### config.mk
export PLATFORM = sky130hd
export DESIGN_NAME = spi_arbiter_flat
export DESIGN_NICKNAME = d
export VERILOG_FILES = /design/src/rtl/spi_arbiter_if.sv /design/src/rtl/spi_arbiter.sv /design/src/flat_wrapper.sv
export SDC_FILE = /design/constraint.sdc
export NUM_CORES = 1
export LEC_CHECK = 0
export ABC_AREA = 1
export BUFFER_PORTS_ARGS = -buffer_cell sky130_fd_sc_hd__clkbuf_2
export CORE_ASPECT_RATIO = 0.5
export CORE_MARGIN = 2
export CORE_UTILIZATION = 40
export DETAILED_ROUTE_END_ITERATION = 16
export PLACE_DENSITY = 0.75
export SLEW_MARGIN = 0
export SYNTH_ARGS = -nofsm -noshare
export SYNTH_HDL_FRONTEND = slang
export SYNTH_SLANG_ARGS = --single-unit
### constraint.sdc
create_clock -name clk_in -period 1.8 [get_ports clk_in]
set_clock_uncertainty 0.05 [all_clocks]
set_input_delay 0.09 -clock clk_in [delete_from_list [all_inputs] [get_ports clk_in]]
set_output_delay 0.09 -clock clk_in [all_outputs]
set_load 0.1 [all_outputs]
### src/rtl/spi_arbiter_if.sv
// Requester and SPI-master handshake bundle shared by the arbiter and its environment.
interface spi_arbiter_if #(
    parameter int unsigned SIZE    = 40,
    parameter int unsigned CS_SIZE = 4
);
    localparam int unsigned CS_W = (CS_SIZE > 1) ? $clog2(CS_SIZE) : 1;

    // Requester side
    logic [CS_SIZE-1:0]      req_valid_in;
    logic [CS_SIZE*SIZE-1:0] req_data_in;
    logic [CS_SIZE-1:0]      req_ack_out;
    logic [CS_SIZE-1:0]      resp_valid_out;
    logic [SIZE-1:0]         resp_data_out;
    logic                    resp_err_out;
    logic                    busy_out;

    // SPI master side
    logic [SIZE-1:0]         spi_data_out;
    logic [CS_W-1:0]         spi_cs_select_out;
    logic                    spi_send_enable_out;
    logic                    spi_ready_in;
    logic [SIZE-1:0]         spi_data_in;

    // Arbiter view
    modport master (
        input  req_valid_in, req_data_in, spi_ready_in, spi_data_in,
        output req_ack_out, resp_valid_out, resp_data_out, resp_err_out, busy_out,
               spi_data_out, spi_cs_select_out, spi_send_enable_out
    );

    // Environment view (requesters plus SPI master)
    modport slave (
        output req_valid_in, req_data_in, spi_ready_in, spi_data_in,
        input  req_ack_out, resp_valid_out, resp_data_out, resp_err_out, busy_out,
               spi_data_out, spi_cs_select_out, spi_send_enable_out
    );
endinterface

### src/rtl/spi_arbiter.sv
// Round-robin arbiter sharing one SPI master between CS_SIZE chip-select requesters,
// with an enforced inter-frame gap and a watchdog on the SPI ready handshake.
module spi_arbiter #(
    parameter int unsigned SIZE       = 40,
    parameter int unsigned CS_SIZE    = 4,
    parameter int unsigned GAP_CYCLES = 16,
    parameter int unsigned TIMEOUT    = 4096
) (
    input  logic          clk_in,
    input  logic          reset_in,
    spi_arbiter_if.master bus
);
    localparam int unsigned CS_W  = (CS_SIZE > 1) ? $clog2(CS_SIZE) : 1;
    localparam int unsigned SUM_W = CS_W + 1;
    localparam int unsigned GAP_W = $clog2(GAP_CYCLES + 1);
    localparam int unsigned WD_W  = $clog2(TIMEOUT + 1);

    typedef enum logic [2:0] {
        IDLE  = 3'd0,
        START = 3'd1,
        BUSY  = 3'd2,
        DONE  = 3'd3,
        GAP   = 3'd4
    } state_t;

    state_t              state_q;
    logic [GAP_W-1:0]    gap_q;
    logic [WD_W-1:0]     wd_q;
    logic [CS_W-1:0]     last_q;
    logic [CS_W-1:0]     cs_q;
    logic [SIZE-1:0]     spi_data_q;
    logic                en_q;
    logic [CS_SIZE-1:0]  ack_q;
    logic [CS_SIZE-1:0]  resp_valid_q;
    logic [SIZE-1:0]     resp_data_q;
    logic                resp_err_q;
    logic                busy_q;

    logic                pick_found_c;
    logic [CS_W-1:0]     pick_idx_c;
    logic [SUM_W-1:0]    cand_c;
    logic [SIZE-1:0]     pick_data_c;
    logic                wd_hit_c;

    // Circular search for the first pending request after the last grant
    always_comb begin
        pick_found_c = 1'b0;
        pick_idx_c   = '0;
        cand_c       = '0;
        for (int unsigned k = 1; k <= CS_SIZE; k++) begin
            cand_c = {1'b0, last_q} + SUM_W'(k);
            if (cand_c >= SUM_W'(CS_SIZE)) begin
                cand_c = cand_c - SUM_W'(CS_SIZE);
            end
            if (!pick_found_c && bus.req_valid_in[cand_c[CS_W-1:0]]) begin
                pick_found_c = 1'b1;
                pick_idx_c   = cand_c[CS_W-1:0];
            end
        end
    end

    // Select the datagram slice of the chosen requester
    always_comb begin
        pick_data_c = '0;
        for (int unsigned i = 0; i < CS_SIZE; i++) begin
            if (pick_idx_c == CS_W'(i)) begin
                pick_data_c = bus.req_data_in[i*SIZE +: SIZE];
            end
        end
    end

    assign wd_hit_c = (wd_q == WD_W'(TIMEOUT - 1));

    // Scheduler FSM; every output is a register updated here
    always_ff @(posedge clk_in) begin
        if (reset_in) begin
            state_q      <= GAP;
            gap_q        <= GAP_W'(GAP_CYCLES);
            wd_q         <= '0;
            last_q       <= CS_W'(CS_SIZE - 1);
            cs_q         <= '0;
            spi_data_q   <= '0;
            en_q         <= 1'b0;
            ack_q        <= '0;
            resp_valid_q <= '0;
            resp_data_q  <= '0;
            resp_err_q   <= 1'b0;
            busy_q       <= 1'b1;
        end else begin
            ack_q        <= '0;
            resp_valid_q <= '0;
            resp_err_q   <= 1'b0;
            case (state_q)
                IDLE: begin
                    if (pick_found_c) begin
                        ack_q      <= CS_SIZE'(1) << pick_idx_c;
                        spi_data_q <= pick_data_c;
                        cs_q       <= pick_idx_c;
                        en_q       <= 1'b1;
                        wd_q       <= '0;
                        busy_q     <= 1'b1;
                        state_q    <= START;
                    end
                end
                START, BUSY: begin
                    // A completing frame beats a coincident watchdog expiry
                    if (state_q == BUSY && bus.spi_ready_in) begin
                        state_q <= DONE;
                    end else if (wd_hit_c) begin
                        resp_valid_q <= CS_SIZE'(1) << cs_q;
                        resp_err_q   <= 1'b1;
                        resp_data_q  <= '0;
                        en_q         <= 1'b0;
                        last_q       <= cs_q;
                        gap_q        <= GAP_W'(GAP_CYCLES);
                        state_q      <= GAP;
                    end else begin
                        wd_q <= wd_q + WD_W'(1);
                        if (state_q == START && !bus.spi_ready_in) begin
                            state_q <= BUSY;
                        end
                    end
                end
                DONE: begin
                    resp_valid_q <= CS_SIZE'(1) << cs_q;
                    resp_data_q  <= bus.spi_data_in;
                    en_q         <= 1'b0;
                    last_q       <= cs_q;
                    gap_q        <= GAP_W'(GAP_CYCLES);
                    state_q      <= GAP;
                end
                GAP: begin
                    if (gap_q == '0) begin
                        busy_q  <= 1'b0;
                        state_q <= IDLE;
                    end else begin
                        gap_q <= gap_q - GAP_W'(1);
                    end
                end
                default: begin
                    en_q    <= 1'b0;
                    busy_q  <= 1'b1;
                    gap_q   <= GAP_W'(GAP_CYCLES);
                    state_q <= GAP;
                end
            endcase
        end
    end

    assign bus.req_ack_out         = ack_q;
    assign bus.resp_valid_out      = resp_valid_q;
    assign bus.resp_data_out       = resp_data_q;
    assign bus.resp_err_out        = resp_err_q;
    assign bus.busy_out            = busy_q;
    assign bus.spi_data_out        = spi_data_q;
    assign bus.spi_cs_select_out   = cs_q;
    assign bus.spi_send_enable_out = en_q;
endmodule

### src/flat_wrapper.sv
// flat-port wrapper written by rule: the top's interface ports become plain ports
module spi_arbiter_flat 
#(
    parameter int unsigned SIZE       = 40,
    parameter int unsigned CS_SIZE    = 4,
    parameter int unsigned GAP_CYCLES = 16,
    parameter int unsigned TIMEOUT    = 4096
)
  (clk_in, reset_in, bus_req_valid_in, bus_req_data_in, bus_spi_ready_in, bus_spi_data_in, bus_req_ack_out, bus_resp_valid_out, bus_resp_data_out, bus_resp_err_out, bus_busy_out, bus_spi_data_out, bus_spi_cs_select_out, bus_spi_send_enable_out);
  spi_arbiter_if #(.SIZE(SIZE), .CS_SIZE(CS_SIZE)) bus_i ();
  input  logic clk_in;
  input  logic reset_in;
  input wire logic [$bits(bus_i.req_valid_in)-1:0] bus_req_valid_in;
  input wire logic [$bits(bus_i.req_data_in)-1:0] bus_req_data_in;
  input wire logic [$bits(bus_i.spi_ready_in)-1:0] bus_spi_ready_in;
  input wire logic [$bits(bus_i.spi_data_in)-1:0] bus_spi_data_in;
  output wire logic [$bits(bus_i.req_ack_out)-1:0] bus_req_ack_out;
  output wire logic [$bits(bus_i.resp_valid_out)-1:0] bus_resp_valid_out;
  output wire logic [$bits(bus_i.resp_data_out)-1:0] bus_resp_data_out;
  output wire logic [$bits(bus_i.resp_err_out)-1:0] bus_resp_err_out;
  output wire logic [$bits(bus_i.busy_out)-1:0] bus_busy_out;
  output wire logic [$bits(bus_i.spi_data_out)-1:0] bus_spi_data_out;
  output wire logic [$bits(bus_i.spi_cs_select_out)-1:0] bus_spi_cs_select_out;
  output wire logic [$bits(bus_i.spi_send_enable_out)-1:0] bus_spi_send_enable_out;
  assign bus_i.req_valid_in = bus_req_valid_in;
  assign bus_i.req_data_in = bus_req_data_in;
  assign bus_i.spi_ready_in = bus_spi_ready_in;
  assign bus_i.spi_data_in = bus_spi_data_in;
  assign bus_req_ack_out = bus_i.req_ack_out;
  assign bus_resp_valid_out = bus_i.resp_valid_out;
  assign bus_resp_data_out = bus_i.resp_data_out;
  assign bus_resp_err_out = bus_i.resp_err_out;
  assign bus_busy_out = bus_i.busy_out;
  assign bus_spi_data_out = bus_i.spi_data_out;
  assign bus_spi_cs_select_out = bus_i.spi_cs_select_out;
  assign bus_spi_send_enable_out = bus_i.spi_send_enable_out;
  spi_arbiter #(.SIZE(SIZE), .CS_SIZE(CS_SIZE), .GAP_CYCLES(GAP_CYCLES), .TIMEOUT(TIMEOUT)) u_core (.clk_in(clk_in), .reset_in(reset_in), .bus(bus_i));
endmodule
Word level (Yosys, flattened, before mapping)
Cells that the tools add are included.
- output and inout bits: 93
- logic and storage cells: 131
- memory bits (writable): 0
- register bits after elaboration: 116
- memories kept: 0
- latch bits: 0
- memory bits (read-only): 0
- multiplexer cells: 54
- $add $sub $neg: 10
- reductions and logical operators: 25
- bitwise operators: 5
- div/mod/pow operators: 0
- eq/ne operators: 15
- multiply operators: 0
- shifts and indexed selects: 2
- order comparisons: 8
- operators by type and width (cell ; count):
    $mux 40 ; 6
    $pmux 40 s2 ; 1
    $mux 13 ; 3
    $pmux 13 s2 ; 1
    $mux 2 ; 10
    $mux 3 ; 5
    $mux 5 ; 3
    $pmux 5 s3 ; 1
    $add 13x1->13 const B ; 1
    $eq 13x12->1 const B ; 1
    $mux 1 ; 13
    $ge 3x3->1 const B ; 4
    $lt 2x3->1 const B ; 4
    $reduce_and 4->1 ; 3
    $pmux 3 s3 ; 1
    $reduce_and 3->1 ; 3
    $reduce_or 3->1 ; 3
    $bmux 1 s2 ; 4
    $mux 4 ; 2
    $pmux 4 s2 ; 1
    $shl 1x2->4 const A ; 2
    $sub 2x1->2 const B ; 4
    $add 2x2->3 const B ; 2
    $eq 3x2->1 const B ; 2
    21 further kinds ; 39

Logic depth before layout (Yosys ltp)
- word-level depth: 20
- gate-level depth with buffers: 17
- depth with buffers taken out: 16

Least setup slack after synthesis
No wires, ideal clock.
- path type: reg-to-reg
- from: register u_core.wd_q[0]
- to: register u_core.resp_data_q[16], in the netlist u_core.bus.resp_data_out[16]
- path slack: -0.169 ns
- data arrival time: 1.786 ns
- buffers on the path: 1
- stages on the path, launching flop included: 14
- data required time: 1.618 ns
- cells stage by stage: dfxtp_1 ha_1 inv_1 nor3_1 nand2_1 inv_1 nand3_1 nand2_1 nand2_1 nor2_1 inv_2 clkbuf_1 nand2_1 a21oi_1
- cells in the longest elaborated chain, start to end: 3
- RTL lines (what ; RTL line ; text):
    start, declared ; spi_arbiter.sv:28 ; logic [WD_W-1:0] wd_q;
    start signal, assigned ; spi_arbiter.sv:118 ; wd_q <= wd_q + WD_W'(1);
    $eq 13x12->1 ; spi_arbiter.sv:72 ; assign wd_hit_c = (wd_q == WD_W'(TIMEOUT - 1));
    $ne 2x1->1 (no line) ; - ;
    $reduce_and 3->1 (no line) ; - ;
    end signal, assigned ; spi_arbiter.sv:126 ; resp_data_q <= bus.spi_data_in;
    end, declared ; spi_arbiter.sv:35 ; logic [SIZE-1:0] resp_data_q;
Every way passes these cells.
A chain may end at the register's enable or synchronous reset.

Worst setup path after layout
- from: register u_core.wd_q[8]
- to: register u_core.resp_data_q[13], in the netlist u_core.bus.resp_data_out[13]
The elaborated chain is that of the path after synthesis.

==> metrics.cfg <==
[detailed_routing]
wl_per_cell_um = 18.7
dr.pass1.iters = 5
first_iter_violations = 788
routed_wl_mm = 29.4
vias = 8742
antenna_left = 0
vias_per_cell = 5.57
drc_errors = 0

[layout]
final_common_cell = clkbuf_2
antennaDiodeCount = 0
final_nets = 1568
area_growth_pct = 88.8
fin_area_um2 = 11000
nFillCells = 867
drive_gt1_frac = 0.446
final_util = 0.768
stdcell_count = 1569
final_cell_mix = clkbuf_2 (299), nand2_1 (194), dlygate4sd3_1 (115)

[synthesis]
synth_compound_area_frac = 0.119
postSynth.asyncResetShare = 0
yosysSeqAreaShare = 0.398
syn_inst = 885
synth-adder-area-share = 0.00643
synthXorXnorAreaFrac = 0.00450
synth-edff-count = 0
synth_top_family_by_area = simple AND/OR/NAND/NOR gates
synth_warnings = 0
muxShareOfSynthArea = 0
yosys.area_share.simple = 0.387
yosys_register_bits = 116
ys_types = 38
ys.flop_type = dfxtp_1
syn_nets = 1095
avgSynthCellArea_um2 = 6.59
netlist_area_um2 = 5840

[timing]
setup-tns-final_ns = -39.22
setup_viol = 115
post-route-period-util = 1.29
max_slew.worst_pin.slew_ns = 0.605
relSlewSlack = 0.598
hold_viol_final = 3
fmax_ghz = 0.429
rsz0062_at_grt = true
holdWs_ns = -0.0132
setup_ws_ns = -0.529
period_minus_slack_ns = 2.33
slew_viol_final = 0

[status]
status = complete, but fails checks
violations = hold timing, setup timing

[grt]
grt_util_all_layers = 0.312
antenna_found_initial = 0
grt_max_degree = 49
grt_pass1_wl_mm = 38.9
grt-ovfl-total = 0
grt_pass1_vias = 8106

[placed_design]
portBuffers = 299
dpl.cell_count = 1388
globalplace.congestion = 0.922
placed_area_um2 = 7930
hpwl_mm = 14.0

[clock_tree]
cts_tree = built
clockBufferDepth = 2
cts_buffers = 17
clk_latency_ns = 0.42
clock-root-buffer = clkbuf_16
cts.sinks = 116
htreeDepth = 4
clkTransAtPathRegs_ns = 0.07

[setup_path]
crit_path_start = u_core.wd_q[8]
required_ns = 2.02
crit_fanout = 5
crit_arrival_ns = 2.55
critical_path_class = reg2reg
r2r_slack_ns = -0.53
rr_startpoint = u_core.wd_q[8]
endpoint_kind = flip-flop
start_kind = flip-flop

[die]
ios = 300
core-area_um2 = 14400
dieArea_um2 = 15600
num_rows = 31
start_util = 0.407
chipWidth_um = 175
die-height_um = 89.4

[hold_path]
min-delay-start = bus_req_data_in[68]
min_path_type = in2reg

[power]
max-vdd-ir-drop_mv = 1.40
power_per_cell_area_nw_per_um2 = 1430
leakagePower_nw = 5.03

[job]
cap_violations = 0

critical path, cell delays in order, from the launching register on:
cell and delay, ns:
dfxtp_1 0.38, nand2_1 0.13, inv_1 0.13, nand3_1 0.18, inv_2 0.15, nand3_2 0.12, nand2_2 0.13, nand2_4 0.07
buf_6 0.13, nor2_4 0.13, clkinv_4 0.12, buf_12 0.16, clkbuf_16 0.16, nand2_2 0.05, a21oi_1 0.08
final cells by class:
type	count	area, um^2	share of cell area
Tap cell	198	248	0.0225
Inverter	58	246	0.0224
Timing Repair Buffer	511	3790	0.344
Clock inverter	15	196	0.0178
Sequential cell	116	2330	0.212
Multi-Input combinational cell	654	3780	0.343
Clock buffer	17	425	0.0386
state kept, by name, summed over array words and instances, names as in the netlist:
| register | cells |
|---|---|
| u_core.last_q | 2 |
| u_core.gap_q | 5 |
| u_core.bus.resp_data_out | 40 |
| u_core.bus.spi_send_enable_out | 1 |
| u_core.bus.req_ack_out | 4 |
| u_core.state_q | 3 |
| u_core.bus.spi_cs_select_out | 2 |
| u_core.bus.busy_out | 1 |
| u_core.bus.resp_valid_out | 4 |
| u_core.wd_q | 13 |
| u_core.bus.resp_err_out | 1 |
| u_core.bus.spi_data_out | 40 |
logic make-up (layout without fill, tap and decap cells):
kind of cell	count (synthesis)	count (layout)
buf+inv	115	601
simple gates	516	516
flops	116	116
compound gates	132	132
xor+xnor	3	3
fa+ha+maj	3	3
layer usage:
layer / GRT usage / up-vias / share of wire
met5: 0 / - / 0
met4: 0.186 / 0 / 0.060
met3: 0.0787 / 201 / 0.096
met2: 0.549 / 669 / 0.49
met1: 0.353 / 3983 / 0.36
li1: - / 3889 / -
synthesized netlist by cell type (3+ instances only):
library cell	count	area, um^2
nor3_1	10	50.1
nand2_2	3	18.8
nor2_4	3	33.8
nand3_1	107	536
a21oi_1	85	425
nor2_1	66	248
inv_1	51	191
inv_2	6	22.5
clkbuf_1	27	101
nand4_1	43	269
a31oi_1	3	18.8
nand2_1	272	1020
ha_1	3	37.5
nor4_1	6	37.5
buf_2	18	90.1
o21ai_0	31	155
buf_4	9	67.6
dfxtp_1	116	2320
stage by stage:
stage | power, mW | worst slack [ns]
4_1_cts | 14.6 | -0.236
2_1_floorplan | 8.36 | -0.0205
3_3_place_gp | 9.97 | -0.249
3_5_place_dp | 10.0 | -0.359
6_report | 15.8 | -0.529
5_1_grt | 16.4 | -0.666
report_power, final:
| group | leakage [nW] | total, mW | internal (mW) | switching [mW] |
|---|---|---|---|---|
| logic | 3.78 | 8.94 | 2.92 | 6.02 |
| registers | 0.941 | 3.22 | 2.97 | 0.257 |
| clock network | 0.301 | 3.62 | 2.22 | 1.40 |
| total | 5.03 | 15.8 | 8.10 | 7.68 |
path summary, 6_finish.rpt:
check	cells after the start	endpoint
setup / recovery	14	u_core.bus.resp_data_out[13]
hold / removal	5	u_core.bus.spi_data_out[28]
setup reg to reg	14	u_core.bus.resp_data_out[13]
hold reg to reg	2	u_core.gap_q[2]
repair_timing:
| item | in CTS | in global routing |
|---|---|---|
| cloned | 6 | 7 |
| hold buffers | 115 | 0 |
| setup buffers | 14 | 12 |
| endpoints found under the hold margin | 73 | 0 |
| pin swaps | 23 | 26 |
| endpoints found under the setup margin | 107 | 115 |
| resized for setup | 92 | 155 |
Power figures use the tool's default switching activity.
